File: src/rtl/ps2_keys_pkg.sv
// Shared scan-code constants, decoder state encoding and held-key indices
// for the PS/2 movement-key receiver.
package ps2_keys_pkg;

    localparam logic [7:0] PREFIX_EXT = 8'hE0;
    localparam logic [7:0] PREFIX_BRK = 8'hF0;

    localparam logic [7:0] CODE_W     = 8'h1D;
    localparam logic [7:0] CODE_A     = 8'h1C;
    localparam logic [7:0] CODE_S     = 8'h1B;
    localparam logic [7:0] CODE_D     = 8'h23;
    localparam logic [7:0] CODE_UP    = 8'h75;
    localparam logic [7:0] CODE_LEFT  = 8'h6B;
    localparam logic [7:0] CODE_DOWN  = 8'h72;
    localparam logic [7:0] CODE_RIGHT = 8'h74;

    typedef enum logic [1:0] {
        IDLE    = 2'd0,
        EXT     = 2'd1,
        BRK     = 2'd2,
        EXT_BRK = 2'd3
    } dec_state_t;

    localparam int KEY_W     = 0;
    localparam int KEY_A     = 1;
    localparam int KEY_S     = 2;
    localparam int KEY_D     = 3;
    localparam int KEY_UP    = 4;
    localparam int KEY_LEFT  = 5;
    localparam int KEY_DOWN  = 6;
    localparam int KEY_RIGHT = 7;

    // One-hot mask into the held-key vector; all zeros for unmapped codes.
    function automatic logic [7:0] key_mask(input logic ext, input logic [7:0] code);
        logic [7:0] mask;
        mask = '0;
        if (ext) begin
            case (code)
                CODE_UP:    mask[KEY_UP]    = 1'b1;
                CODE_LEFT:  mask[KEY_LEFT]  = 1'b1;
                CODE_DOWN:  mask[KEY_DOWN]  = 1'b1;
                CODE_RIGHT: mask[KEY_RIGHT] = 1'b1;
                default:    mask = '0;
            endcase
        end else begin
            case (code)
                CODE_W:  mask[KEY_W] = 1'b1;
                CODE_A:  mask[KEY_A] = 1'b1;
                CODE_S:  mask[KEY_S] = 1'b1;
                CODE_D:  mask[KEY_D] = 1'b1;
                default: mask = '0;
            endcase
        end
        return mask;
    endfunction

endpackage

File: src/rtl/ps2_rx.sv
// PS/2 receive path: pin synchronisers, falling-edge detect, 11-bit frame
// assembly with start/parity/stop checks and a partial-frame timeout.
module ps2_rx #(
    parameter int TIMEOUT_CYCLES = 50000
) (
    input  logic       clock,
    input  logic       reset,
    input  logic       ps2_clk,
    input  logic       ps2_dat,
    output logic [7:0] scan_code,
    output logic       scan_valid,
    output logic       frame_error
);

    localparam int CNT_W = $clog2(TIMEOUT_CYCLES);
    localparam logic [CNT_W-1:0] TIMEOUT_LAST = CNT_W'(TIMEOUT_CYCLES - 1);

    logic [1:0]       clk_sync;
    logic [1:0]       dat_sync;
    logic             clk_prev;
    logic             fall;
    logic [3:0]       bit_cnt;
    logic [9:0]       shift;
    logic [CNT_W-1:0] idle_cnt;
    logic             frame_ok;

    always_ff @(posedge clock or negedge reset) begin
        if (!reset) begin
            clk_sync <= '0;
            dat_sync <= '0;
            clk_prev <= 1'b0;
        end else begin
            clk_sync <= {clk_sync[0], ps2_clk};
            dat_sync <= {dat_sync[0], ps2_dat};
            clk_prev <= clk_sync[1];
        end
    end

    assign fall = clk_prev & ~clk_sync[1];

    // shift[0] holds the start bit once ten bits are in; the live data bit is the stop bit.
    assign frame_ok = ~shift[0] & dat_sync[1] & (^shift[9:1]);

    always_ff @(posedge clock or negedge reset) begin
        if (!reset) begin
            bit_cnt     <= '0;
            shift       <= '0;
            idle_cnt    <= '0;
            scan_code   <= 8'h00;
            scan_valid  <= 1'b0;
            frame_error <= 1'b0;
        end else begin
            scan_valid  <= 1'b0;
            frame_error <= 1'b0;
            if (fall) begin
                idle_cnt <= '0;
                if (bit_cnt == 4'd10) begin
                    bit_cnt <= '0;
                    if (frame_ok) begin
                        scan_code  <= shift[8:1];
                        scan_valid <= 1'b1;
                    end else begin
                        frame_error <= 1'b1;
                    end
                end else begin
                    shift   <= {dat_sync[1], shift[9:1]};
                    bit_cnt <= bit_cnt + 4'd1;
                end
            end else if (bit_cnt != 4'd0) begin
                if (idle_cnt == TIMEOUT_LAST) begin
                    frame_error <= 1'b1;
                    bit_cnt     <= '0;
                    idle_cnt    <= '0;
                end else begin
                    idle_cnt <= idle_cnt + 1'b1;
                end
            end
        end
    end

endmodule

File: src/rtl/ps2_movement_keys.sv
// Decodes PS/2 make/break sequences for arrows and W/A/S/D into one held
// level per movement direction for the player update stage.
module ps2_movement_keys
    import ps2_keys_pkg::*;
#(
    parameter int TIMEOUT_CYCLES = 50000
) (
    input  logic       clock,
    input  logic       reset,
    input  logic       ps2_clk,
    input  logic       ps2_dat,
    output logic       turn_right,
    output logic       turn_left,
    output logic       move_forward,
    output logic       move_backward,
    output logic [7:0] scan_code,
    output logic       scan_valid,
    output logic       frame_error
);

    dec_state_t state;
    dec_state_t next_state;
    logic [7:0] held;
    logic [7:0] next_held;

    ps2_rx #(
        .TIMEOUT_CYCLES(TIMEOUT_CYCLES)
    ) u_rx (
        .clock       (clock),
        .reset       (reset),
        .ps2_clk     (ps2_clk),
        .ps2_dat     (ps2_dat),
        .scan_code   (scan_code),
        .scan_valid  (scan_valid),
        .frame_error (frame_error)
    );

    always_ff @(posedge clock or negedge reset) begin
        if (!reset) begin
            state <= IDLE;
            held  <= '0;
        end else begin
            state <= next_state;
            held  <= next_held;
        end
    end

    // A dropped frame abandons any pending prefix but keeps held keys as they were.
    always_comb begin
        next_state = state;
        next_held  = held;
        if (frame_error) begin
            next_state = IDLE;
        end else if (scan_valid) begin
            case (state)
                IDLE: begin
                    if (scan_code == PREFIX_EXT) begin
                        next_state = EXT;
                    end else if (scan_code == PREFIX_BRK) begin
                        next_state = BRK;
                    end else begin
                        next_held = held | key_mask(1'b0, scan_code);
                    end
                end
                EXT: begin
                    if (scan_code == PREFIX_BRK) begin
                        next_state = EXT_BRK;
                    end else begin
                        next_held  = held | key_mask(1'b1, scan_code);
                        next_state = IDLE;
                    end
                end
                BRK: begin
                    next_held  = held & ~key_mask(1'b0, scan_code);
                    next_state = IDLE;
                end
                EXT_BRK: begin
                    next_held  = held & ~key_mask(1'b1, scan_code);
                    next_state = IDLE;
                end
                default: next_state = IDLE;
            endcase
        end
    end

    assign turn_right    = held[KEY_RIGHT] | held[KEY_D];
    assign turn_left     = held[KEY_LEFT]  | held[KEY_A];
    assign move_forward  = held[KEY_UP]    | held[KEY_W];
    assign move_backward = held[KEY_DOWN]  | held[KEY_S];

endmodule

File: config.mk
export PLATFORM = sky130hd
export DESIGN_NAME = ps2_movement_keys
export DESIGN_NICKNAME = d
export VERILOG_FILES = /design/src/rtl/ps2_keys_pkg.sv /design/src/rtl/ps2_rx.sv /design/src/rtl/ps2_movement_keys.sv
export SDC_FILE = /design/constraint.sdc
export NUM_CORES = 1
export LEC_CHECK = 0
export CAP_MARGIN = 20
export CELL_PAD_IN_SITES_DETAIL_PLACEMENT = 1
export CELL_PAD_IN_SITES_GLOBAL_PLACEMENT = 1
export CORE_MARGIN = 2
export CORE_UTILIZATION = 40
export CTS_CLUSTER_SIZE = 8
export DETAILED_ROUTE_END_ITERATION = 16
export GPL_ROUTABILITY_DRIVEN = 0
export PLACE_DENSITY = 0.74
export SLEW_MARGIN = 20
export SYNTH_ARGS = -nofsm -noshare
export SYNTH_HDL_FRONTEND = slang
export SYNTH_HIERARCHICAL = 1
export SYNTH_SLANG_ARGS = --single-unit
File: constraint.sdc
create_clock -name clock -period 2.15 [get_ports clock]
set_input_delay 0.43 -clock clock [delete_from_list [all_inputs] [get_ports clock]]
set_output_delay 0.43 -clock clock [all_outputs]
set_load 0.005 [all_outputs]
==> results.cfg <==
[logic_synthesis]
synth_edf_count = 0
synth_ff_type = dfrtp_1
ys_seq_elements = 55
synth_nets = 252
synth.distinct_cells = 48
ys_seq_area_share_pct = 51.28
syn_avg_cell_area_um2 = 11.00
synthesis.area_mm2 = 0.002684
synth_top_area_cell = dfrtp_1
synth_cells = 244
synthArstFlopShare_pct = 100.0
synth_area_leaders = dfrtp_1 (51%), mux2_2 (7.1%), nand2_1 (2.7%)
yosys_warnings = 6
yosys.area.top_type_share_pct = 51.28

[die]
rows = 29
die_y_um = 85.91
fp.coreArea_mm2 = 0.006422
die-area_mm2 = 0.007381
die_width_um = 85.91
io_pins = 18
initial_core_util_pct = 41.79

[timing]
finalHoldViolCount = 0
fin_crit_ns = 1.993
slew_viol_final = 0
fin_skew_ns = 0.006394
slew_headroom_pct = 62.70
clock.fmax_mhz = 501.8
tns_ns = 0
tightestPinTransition_ns = 0.5518
rsz0062_at_grt = no
setup_viol_count_final = 0
timing.final.crit_share_pct = 92.68

[cts]
cts_hold_buf = 0
cts.path.max_buffers = 2
cts_resized = 0
clkLatencyLatePin_ns = 0.31
htreeDepth = 2
tritoncts = done
cts_setup_buffers = 0
cts_made_buffers = 5
root_buffer = clkbuf_8
clock_sinks = 55
path_clk_slew_ns = 0.10

[critical_path]
cp_max_fo = 8
end_kind = flip-flop
critical_path_arrival_ns = 2.20
crit_required_ns = 2.36
cp-start-kind = flip-flop
setup.worst_path.class = reg -> reg

[run_status]
run_status = finished, final reports clean

[detailed_routing]
dr_total_vias = 1985
vias_per_cell = 5.655
drt.antenna.violating_nets = 0
post-route-drc-count = 0
routed_wl_um = 5942
first_pass_iters = 4
wire_per_inst_um = 16.93
first_iter_violations = 60

[power]
ir_worst_vdd_mv = 0.5328
p_per_area_mw_per_mm2 = 973.3
power.leakage_nw = 1.363

[global_route]
grt_first_pass_wirelength_um = 10400
antenna_found_initial = 0
grt_max_degree = 56
overflow = 0
grt_pass1_vias = 2068
grt_util_all_layers_pct = 17.75

[flow_run]
max_cap_viol_count = 0

[cells_and_area]
drive_above_1_share_pct = 17.52
area_growth_syn_to_layout_pct = 16.64
layout.cells.non_filler = 351
diodes = 0
nets = 281

[placement]
hpwl_um = 4349
portBuffers = 17
dp.cells = 343

[worst_hold_path]
hold_class = in -> async
## kinds of logic after synthesis
group | synth area share [%]
buf+inv | 2.284
simple gates | 21.91
flops | 51.28
xor+xnor | 4.802
fa+ha+maj | 1.865
mux | 9.371
compound gates | 8.485
## metal layers
| metal | track usage (%) | up-vias | share of wire [%] |
|---|---|---|---|
| li1 | - | 947 | - |
| met1 | 22.59 | 1008 | 46 |
| met2 | 30.80 | 23 | 50 |
| met3 | 3.465 | 7 | 2.5 |
| met5 | 0 | - | 0 |
| met4 | 4.906 | 0 | 1.3 |
## worst max-delay path, cell delays in order, from the launching register on
cell	delay (ns)
dfrtp_1	0.43
ha_1	0.24
and4b_1	0.21
and4_1	0.22
nor2_1	0.31
nor2_1	0.23
a311oi_1	0.26
## placed cells by master (no fill, tap or decap), drive strengths merged, types with 3 or more instances in the layout
cell type / netlist / layout
nand2b: 4 / 4
nand3: 13 / 13
nand2: 19 / 19
clkdlybuf4s50: 0 / 16
ha: 4 / 4
a22o: 3 / 3
mux2i: 6 / 6
nor3b: 3 / 3
a21oi: 3 / 3
a31oi: 3 / 3
nor3: 5 / 5
mux2: 17 / 17
nor2: 16 / 16
clkbuf: 4 / 7
xor2: 5 / 5
and3: 4 / 4
nor4: 9 / 9
nand3b: 3 / 3
o31ai: 3 / 3
inv: 11 / 11
buf: 1 / 11
xnor2: 7 / 7
dfrtp: 55 / 55
nand4: 3 / 3
o21ai: 12 / 12
## worst paths after layout
check                                 start                 to  slack [ns]  cells after the start
hold / removal                        reset            held[5]        0.09                      2
hold reg to reg            u_rx/clk_sync[0]   u_rx/clk_sync[1]        0.35                      0
setup reg to reg           u_rx/idle_cnt[0]  u_rx/idle_cnt[11]        0.16                      6
setup / recovery           u_rx/idle_cnt[0]  u_rx/idle_cnt[11]        0.16                      6
max in group asynchronous             reset   u_rx/idle_cnt[9]        1.80                      2
min in group clock         u_rx/clk_sync[0]   u_rx/clk_sync[1]        0.35                      0
## where the power goes
| group | switching, W | internal [W] |
|---|---|---|
| combinational | 0.000461 | 0.000507 |
| sequential | 0.000231 | 0.00122 |
| clock | 0.000338 | 0.000294 |
| total | 0.00103 | 0.00202 |
## per-stage QoR
| stage | worst slack [ns] | hold slack, ns | util (%) | total power, W | instance area, µm² |
|---|---|---|---|---|---|
| finish | 0.1573 | 0.09466 | 48.74 | 0.003047 | 3131 |
| detailed placement | 0.05788 | 0.3358 | 46.91 | 0.002433 | 3013 |
| global placement | 0.1447 | 0.3313 | 46.91 | 0.002387 | 3013 |
| floorplan | 0.2935 | 0.1344 | - | 0.002085 | 2684 |
| CTS | 0.03420 | 0.1089 | 48.53 | 0.003083 | 3117 |
| global route | 0.02444 | 0.1008 | 48.74 | 0.003256 | 3131 |
## synth_stat cells, drive strengths merged, types with 3 or more instances
master / count
o31ai: 3
nand2: 19
xor2: 5
o21ai: 12
nor2: 16
nand3b: 3
mux2i: 6
a22o: 3
inv: 11
clkbuf: 4
nand3: 13
a21oi: 3
nor4: 9
dfrtp: 55
mux2: 17
and3: 4
nor3b: 3
nand4: 3
nor3: 5
nand2b: 4
xnor2: 7
ha: 4
a31oi: 3
## registers in the layout, indices dropped and copies added (netlist names)
name	cells
held	8
state	2
u_rx/bit_cnt	4
u_rx/clk_prev	1
u_rx/clk_sync	2
u_rx/dat_sync	2
u_rx/frame_error	1
u_rx/idle_cnt	16
u_rx/scan_code	8
u_rx/scan_valid	1
u_rx/shift	10
## cell type report
class | instances | area, µm²
Multi-Input combinational cell | 173 | 1260
Sequential cell | 55 | 1376
Inverter | 11 | 41.29
Fill cell | 697 | 3292
Tap cell | 77 | 96.34
Timing Repair Buffer | 27 | 252.7
Clock buffer | 7 | 96.34
Clock inverter | 1 | 7.507
(Power assumes the default switching activity.)
